--- config.mk ---
export PLATFORM = sky130hd
export DESIGN_NAME = aftab_interrupt_cause_arbiter_flat
export DESIGN_NICKNAME = d
export VERILOG_FILES = /design/src/rtl/aftab_interrupt_cause_arbiter_if.sv /design/src/rtl/aftab_interrupt_cause_arbiter.sv /design/src/flat_wrapper.sv
export SDC_FILE = /design/constraint.sdc
export NUM_CORES = 1
export LEC_CHECK = 0
export ABC_AREA = 1
export BUFFER_PORTS_ARGS = -buffer_cell sky130_fd_sc_hd__buf_2
export CAP_MARGIN = 20
export CORE_UTILIZATION = 38
export DETAILED_ROUTE_END_ITERATION = 8
export GPL_TIMING_DRIVEN = 0
export PLACE_DENSITY = 0.76
export REMOVE_ABC_BUFFERS = 1
export SLEW_MARGIN = 5
export SYNTH_ARGS = -nofsm -noshare
export SYNTH_HDL_FRONTEND = slang
export SYNTH_SLANG_ARGS = --single-unit
--- constraint.sdc ---
create_clock -name clk -period 1.2 [get_ports clk]
set_clock_uncertainty 0.15 [all_clocks]
set_input_delay 0.06 -clock clk [delete_from_list [all_inputs] [get_ports clk]]
set_output_delay 0.06 -clock clk [all_outputs]
set_load 0.01 [all_outputs]
--- src/rtl/aftab_interrupt_cause_arbiter_if.sv ---
// aftab_interrupt_cause_arbiter_if: interrupt sources, exception and trap request bundle
interface aftab_interrupt_cause_arbiter_if #(
    parameter int LEN      = 32,
    parameter int NUM_PLAT = 8
) ();
    logic                ext_intr_i;
    logic                soft_intr_i;
    logic                timer_intr_i;
    logic [NUM_PLAT-1:0] plat_intr_i;
    logic [LEN-1:0]      mie_reg_i;
    logic                global_ie_i;
    logic                exception_valid_i;
    logic [3:0]          exception_code_i;
    logic                ack_i;
    logic                trap_req_o;
    logic [5:0]          cause_code_o;
    logic                interrupt_flag_o;
    logic [LEN-1:0]      pending_bits_o;

    modport slave (
        input  ext_intr_i, soft_intr_i, timer_intr_i, plat_intr_i, mie_reg_i, global_ie_i,
               exception_valid_i, exception_code_i, ack_i,
        output trap_req_o, cause_code_o, interrupt_flag_o, pending_bits_o
    );

    modport master (
        output ext_intr_i, soft_intr_i, timer_intr_i, plat_intr_i, mie_reg_i, global_ie_i,
               exception_valid_i, exception_code_i, ack_i,
        input  trap_req_o, cause_code_o, interrupt_flag_o, pending_bits_o
    );
endinterface

--- src/rtl/aftab_interrupt_cause_arbiter.sv ---
// aftab_interrupt_cause_arbiter: synchronises interrupts and presents a frozen trap cause
module aftab_interrupt_cause_arbiter #(
    parameter int LEN      = 32,
    parameter int NUM_PLAT = 8
) (
    input logic                           clk,
    input logic                           rst_n,
    aftab_interrupt_cause_arbiter_if.slave bus_if
);
    localparam int NS = NUM_PLAT + 3;

    typedef enum logic [1:0] {IDLE, REQ, HOLD} state_t;

    state_t         state_q, state_d;
    logic [NS-1:0]  raw, sync1_q, sync2_q;
    logic [LEN-1:0] pend_q, pend_d, en;
    logic           trap_q, trap_d, flag_q, flag_d;
    logic [5:0]     cause_q, cause_d, irq_cause;

    assign raw = {bus_if.plat_intr_i, bus_if.timer_intr_i, bus_if.soft_intr_i, bus_if.ext_intr_i};
    assign en  = pend_q & bus_if.mie_reg_i;

    assign bus_if.trap_req_o       = trap_q;
    assign bus_if.cause_code_o     = cause_q;
    assign bus_if.interrupt_flag_o = flag_q;
    assign bus_if.pending_bits_o   = pend_q;

    // place synchronised sources at their mip bit positions
    always_comb begin
        pend_d     = '0;
        pend_d[11] = sync2_q[0];
        pend_d[3]  = sync2_q[1];
        pend_d[7]  = sync2_q[2];
        for (int i = 0; i < NUM_PLAT; i++) pend_d[16+i] = sync2_q[3+i];
    end

    // lowest priority assigned first so higher-priority causes overwrite it
    always_comb begin
        irq_cause = '0;
        for (int i = NUM_PLAT - 1; i >= 0; i--) if (en[16+i]) irq_cause = 6'(16 + i);
        if (en[7]) irq_cause = 6'd7;
        if (en[3]) irq_cause = 6'd3;
        if (en[11]) irq_cause = 6'd11;
    end

    // trap FSM: cause is captured only on entry to REQ and frozen until ack
    always_comb begin
        state_d = state_q;
        cause_d = cause_q;
        flag_d  = flag_q;
        case (state_q)
            IDLE: begin
                if (bus_if.exception_valid_i) begin
                    state_d = REQ;
                    cause_d = {2'b00, bus_if.exception_code_i};
                    flag_d  = 1'b0;
                end else if (bus_if.global_ie_i && |en) begin
                    state_d = REQ;
                    cause_d = irq_cause;
                    flag_d  = 1'b1;
                end
            end
            REQ:     state_d = bus_if.ack_i ? HOLD : REQ;
            HOLD:    state_d = IDLE;
            default: state_d = IDLE;
        endcase
        trap_d = state_d == REQ;
    end

    // state, synchronisers and registered outputs
    always_ff @(posedge clk or negedge rst_n) begin
        if (!rst_n) begin
            state_q <= IDLE;
            sync1_q <= '0;
            sync2_q <= '0;
            pend_q  <= '0;
            trap_q  <= 1'b0;
            cause_q <= '0;
            flag_q  <= 1'b0;
        end else begin
            state_q <= state_d;
            sync1_q <= raw;
            sync2_q <= sync1_q;
            pend_q  <= pend_d;
            trap_q  <= trap_d;
            cause_q <= cause_d;
            flag_q  <= flag_d;
        end
    end
endmodule

--- src/flat_wrapper.sv ---
// flat-port wrapper written by rule: the top's interface ports become plain ports
module aftab_interrupt_cause_arbiter_flat 
#(
    parameter int LEN      = 32,
    parameter int NUM_PLAT = 8
)
  (clk, rst_n, bus_if_ext_intr_i, bus_if_soft_intr_i, bus_if_timer_intr_i, bus_if_plat_intr_i, bus_if_mie_reg_i, bus_if_global_ie_i, bus_if_exception_valid_i, bus_if_exception_code_i, bus_if_ack_i, bus_if_trap_req_o, bus_if_cause_code_o, bus_if_interrupt_flag_o, bus_if_pending_bits_o);
  aftab_interrupt_cause_arbiter_if #(.LEN(LEN), .NUM_PLAT(NUM_PLAT)) bus_if_i ();
  input logic clk;
  input logic rst_n;
  input wire logic [$bits(bus_if_i.ext_intr_i)-1:0] bus_if_ext_intr_i;
  input wire logic [$bits(bus_if_i.soft_intr_i)-1:0] bus_if_soft_intr_i;
  input wire logic [$bits(bus_if_i.timer_intr_i)-1:0] bus_if_timer_intr_i;
  input wire logic [$bits(bus_if_i.plat_intr_i)-1:0] bus_if_plat_intr_i;
  input wire logic [$bits(bus_if_i.mie_reg_i)-1:0] bus_if_mie_reg_i;
  input wire logic [$bits(bus_if_i.global_ie_i)-1:0] bus_if_global_ie_i;
  input wire logic [$bits(bus_if_i.exception_valid_i)-1:0] bus_if_exception_valid_i;
  input wire logic [$bits(bus_if_i.exception_code_i)-1:0] bus_if_exception_code_i;
  input wire logic [$bits(bus_if_i.ack_i)-1:0] bus_if_ack_i;
  output wire logic [$bits(bus_if_i.trap_req_o)-1:0] bus_if_trap_req_o;
  output wire logic [$bits(bus_if_i.cause_code_o)-1:0] bus_if_cause_code_o;
  output wire logic [$bits(bus_if_i.interrupt_flag_o)-1:0] bus_if_interrupt_flag_o;
  output wire logic [$bits(bus_if_i.pending_bits_o)-1:0] bus_if_pending_bits_o;
  assign bus_if_i.ext_intr_i = bus_if_ext_intr_i;
  assign bus_if_i.soft_intr_i = bus_if_soft_intr_i;
  assign bus_if_i.timer_intr_i = bus_if_timer_intr_i;
  assign bus_if_i.plat_intr_i = bus_if_plat_intr_i;
  assign bus_if_i.mie_reg_i = bus_if_mie_reg_i;
  assign bus_if_i.global_ie_i = bus_if_global_ie_i;
  assign bus_if_i.exception_valid_i = bus_if_exception_valid_i;
  assign bus_if_i.exception_code_i = bus_if_exception_code_i;
  assign bus_if_i.ack_i = bus_if_ack_i;
  assign bus_if_trap_req_o = bus_if_i.trap_req_o;
  assign bus_if_cause_code_o = bus_if_i.cause_code_o;
  assign bus_if_interrupt_flag_o = bus_if_i.interrupt_flag_o;
  assign bus_if_pending_bits_o = bus_if_i.pending_bits_o;
  aftab_interrupt_cause_arbiter #(.LEN(LEN), .NUM_PLAT(NUM_PLAT)) u_core (.clk(clk), .rst_n(rst_n), .bus_if(bus_if_i));
endmodule
==> summary.txt <==
Power
  – Total Power: 3.81 mW
  – Maximum VDD drop: 1.22 mV
  – Leak Pwr: between 1 and 1.5 nW
  – Power per cell area: 1750 nW/µm²

Layout
  – Multi-input gate area: 422 µm²
  – Layout fillers: between 300 and 400
  – Final nets: around 260
  – Sequential cell area: 1050 µm²
  – Commonest cells after routing, fill and taps aside: buf_2 (47), dfrtp_1 (42), nand2_1 (25), conb_1 (22), dlygate4sd3_1 (18)
  – P&R area growth vs syn: 38.9%
  – Leading cell type in the layout, fill and taps excluded: buf_2
  – Diode count: 0
  – Share of cells above drive strength 1: between 40 and 50%
  – Post-route design area: 2170 µm²
  – Non-filler instance count after layout: 261

Global route
  – Initial antenna violation count: 0
  – Remaining Overflow, GRT: 0
  – First-pass GRT wire length: 4280 µm
  – Largest net degree at the start of global routing: 43
  – Number of global-route vias before repair: 1,040
  – GRT Resource Usage Total: 13.5%

Synth
  – Post-Synthesis Cells: 133
  – Post-synthesis cell area: about 1600 µm²
  – Yosys warning total: 0
  – Post-synthesis sequential area ratio: 67.2%
  – Synth cell types: 19
  – Largest cells by area after synthesis: dfrtp_1 (67%), buf_4 (11%), nand2_1 (7.0%), nand2_2 (2.4%), nor2_1 (1.9%)
  – Biggest area consumer among synthesized cells: dfrtp_1
  – Register bit total from synthesis: 42
  – Share of the synthesized area in the top cell type: approximately 67%
  – Syn_area_per_cell: 11.8 µm²

Routing
  – DR iter-0 viols: 21
  – Detailed Routing Iterations Pass 1: 4
  – # DRC: 0
  – Wirelength per Cell: about 10 µm
  – Final ANT Viol Nets: 0
  – Routed WL: 2690 µm
  – Via-to-Cell Ratio: roughly 4.2
  – DR vias: 1,096

STA
  – RSZ-0062 raised after global routing: yes
  – Fmax: 724 MHz
  – Worst setup margin: -0.182 ns
  – Minimum clock period after layout: 1.38 ns
  – Final Hold Viols: 0
  – Final setup vio count: 8
  – Max_slew headroom: 64.2%
  – Worst Tran Pin Value: ~0.54 ns
  – Final Cycle Share: 115%
  – Slew Viols, Final: 0

Worst setup path
  – CP required: 1.23 ns
  – Worst setup path end: u_core.bus_if.cause_code_o[0]$_DFFE_PN0P_
  – Critical R2R Capture: u_core.bus_if.cause_code_o[0]$_DFFE_PN0P_
  – Worst-path fanout max: 7
  – Crit. Startpoint: u_core.bus_if.pending_bits_o[11]$_DFF_PN0_
  – Reg2reg path depth: 8
  – R2R setup slack: -0.18 ns
  – CP Data Arrival Time: 1.41 ns
  – Reg2Reg Launch Point: u_core.bus_if.pending_bits_o[11]$_DFF_PN0_
  – CP Capture Type: flip-flop
  – CP startpoint kind: flip-flop
  – Setup CP Type: flip-flop to flip-flop

Clocking
  – Clk sinks: 42
  – Clk slew on worst S/H paths: 0.08 ns
  – CTS H-tree depth: 2
  – CTS root buffer: clkbuf_8
  – Max Buffers Root-to-Sink: 2
  – Worst-Skew Late Latency: just under 0.3 ns
  – CTS tree: yes
  – TritonCTS Buffers: 5

Placement
  – Worst slack at placement: -0.246 ns
  – Post-Place Cell Area: 1760 µm²
  – Post-detail-place hpwl: between 1500 and 2000 µm
  – Gp weighted congestion: 0.718
  – DP Cell Count: 227
  – IO buf count: 48

Status
  – Violated checks: negative setup slack
  – Outcome: complete, but fails checks

Floorplanning
  – Std-Cell Rows: 22
  – Placeable Area: about 3800 µm²
  – Initial Util: 41.2%
  – Die area: 4380 µm²
  – Ports: 92
  – Die Width: 66.2 µm
  – Height of the die: 66.2 µm

Min path
  – Hold crit path type: input pin to flip-flop

Run
  – Max Cap Violations: 0
-- repair_timing --
item | CTS | global route
hold buffers | 18 | 0
gates resized for setup | 1 | 11
pin swaps | 7 | 8
setup endpoints to repair | 8 | 50
hold endpoints to repair | 61 | 0
setup buffers | 4 | 3
cloned | 1 | 0
-- per-stage QoR --
step           hold WS [ns]  util, %  setup TNS [ns]
2_1_floorplan        -0.386        -          -0.977
3_3_place_gp         0.0177     46.3           -1.38
6_report             0.0174     57.2           -1.33
5_1_grt              0.0226     57.2           -2.05
3_5_place_dp         0.0193     46.3           -1.53
4_1_cts             0.00666     55.7           -1.41
-- critical path: stages, from the launching register on --
cell,delay [ns]
dfrtp_1,0.39
a21oi_2,0.18
nand2_2,0.09
inv_2,0.08
nand4_4,0.11
nand2_4,0.13
nor2_2,0.04
nand2_1,0.05
nand2_1,0.05
-- state kept, by name (all words and copies together) (netlist names) --
register                        flops
u_core.bus_if.trap_req_o            1
u_core.bus_if.cause_code_o          5
u_core.state_q                      2
u_core.bus_if.pending_bits_o       11
u_core.sync2_q                     11
u_core.bus_if.interrupt_flag_o      1
u_core.sync1_q                     11
-- power by group --
part | internal [mW] | total, mW | leakage [nW] | switching [mW]
clock network | 0.833 | 1.29 | 0.0683 | 0.462
registers | 1.61 | 1.71 | 0.495 | 0.0983
logic | 0.335 | 0.798 | 0.572 | 0.463
-- layer usage --
layer  global-route usage (%)  part of all wire [%]  up-vias
met2                     22.4                    50       62
met1                     15.8                    41      508
li1                         -                     -      526
met3                     5.86                   8.8        0
met4                     3.99                     0        0
met5                        0                     0        -
-- Yosys cell counts (all sizes together) --
library cell and instances:
nand4 1, o21ai 8, conb 1, dfrtp 42
o21bai 1, a31oi 1, buf 23, a21oi 3
nor2 9, a21boi 1, nand2 36, inv 7
-- final cells by class --
class,instances,area share [%]
multi-input cells,83,19.4
clock inverters,3,3.17
inverters,7,1.21
flip-flops and latches,42,48.4
well taps,48,2.76
repair buffers,73,21.9
clock buffers,5,3.17
-- how the worst min path moves through the flow --
stage          slack (ns)                                        end  depth (start not counted)                  startpoint
6_report             0.02  u_core.bus_if.cause_code_o[4]$_DFFE_PN0P_                          4          bus_if_global_ie_i
4_1_cts             0.007  u_core.bus_if.cause_code_o[4]$_DFFE_PN0P_                          4          bus_if_global_ie_i
3_5_place_dp         0.02                u_core.sync1_q[9]$_DFF_PN0_                          1       bus_if_plat_intr_i[6]
5_1_grt              0.02  u_core.bus_if.cause_code_o[2]$_DFFE_PN0P_                          4  bus_if_exception_code_i[2]
2_1_floorplan       -0.39  u_core.bus_if.cause_code_o[0]$_DFFE_PN0P_                          0                       rst_n
3_3_place_gp         0.02                u_core.sync1_q[8]$_DFF_PN0_                          1       bus_if_plat_intr_i[5]
-- cells by family (layout without fill, tap and decap cells) --
| kind of cell | Yosys count | in the layout | share of synthesized area [%] |
|---|---|---|---|
| flip-flops | 42 | 42 | 67.2 |
| AO/OA/AOI/OAI | 14 | 14 | 5.84 |
| buffers and inverters | 30 | 88 | 13.5 |
| other | 1 | 22 | 0.240 |
| AND/OR/NAND/NOR | 46 | 47 | 13.2 |
Power figures use the tool's default switching activity.
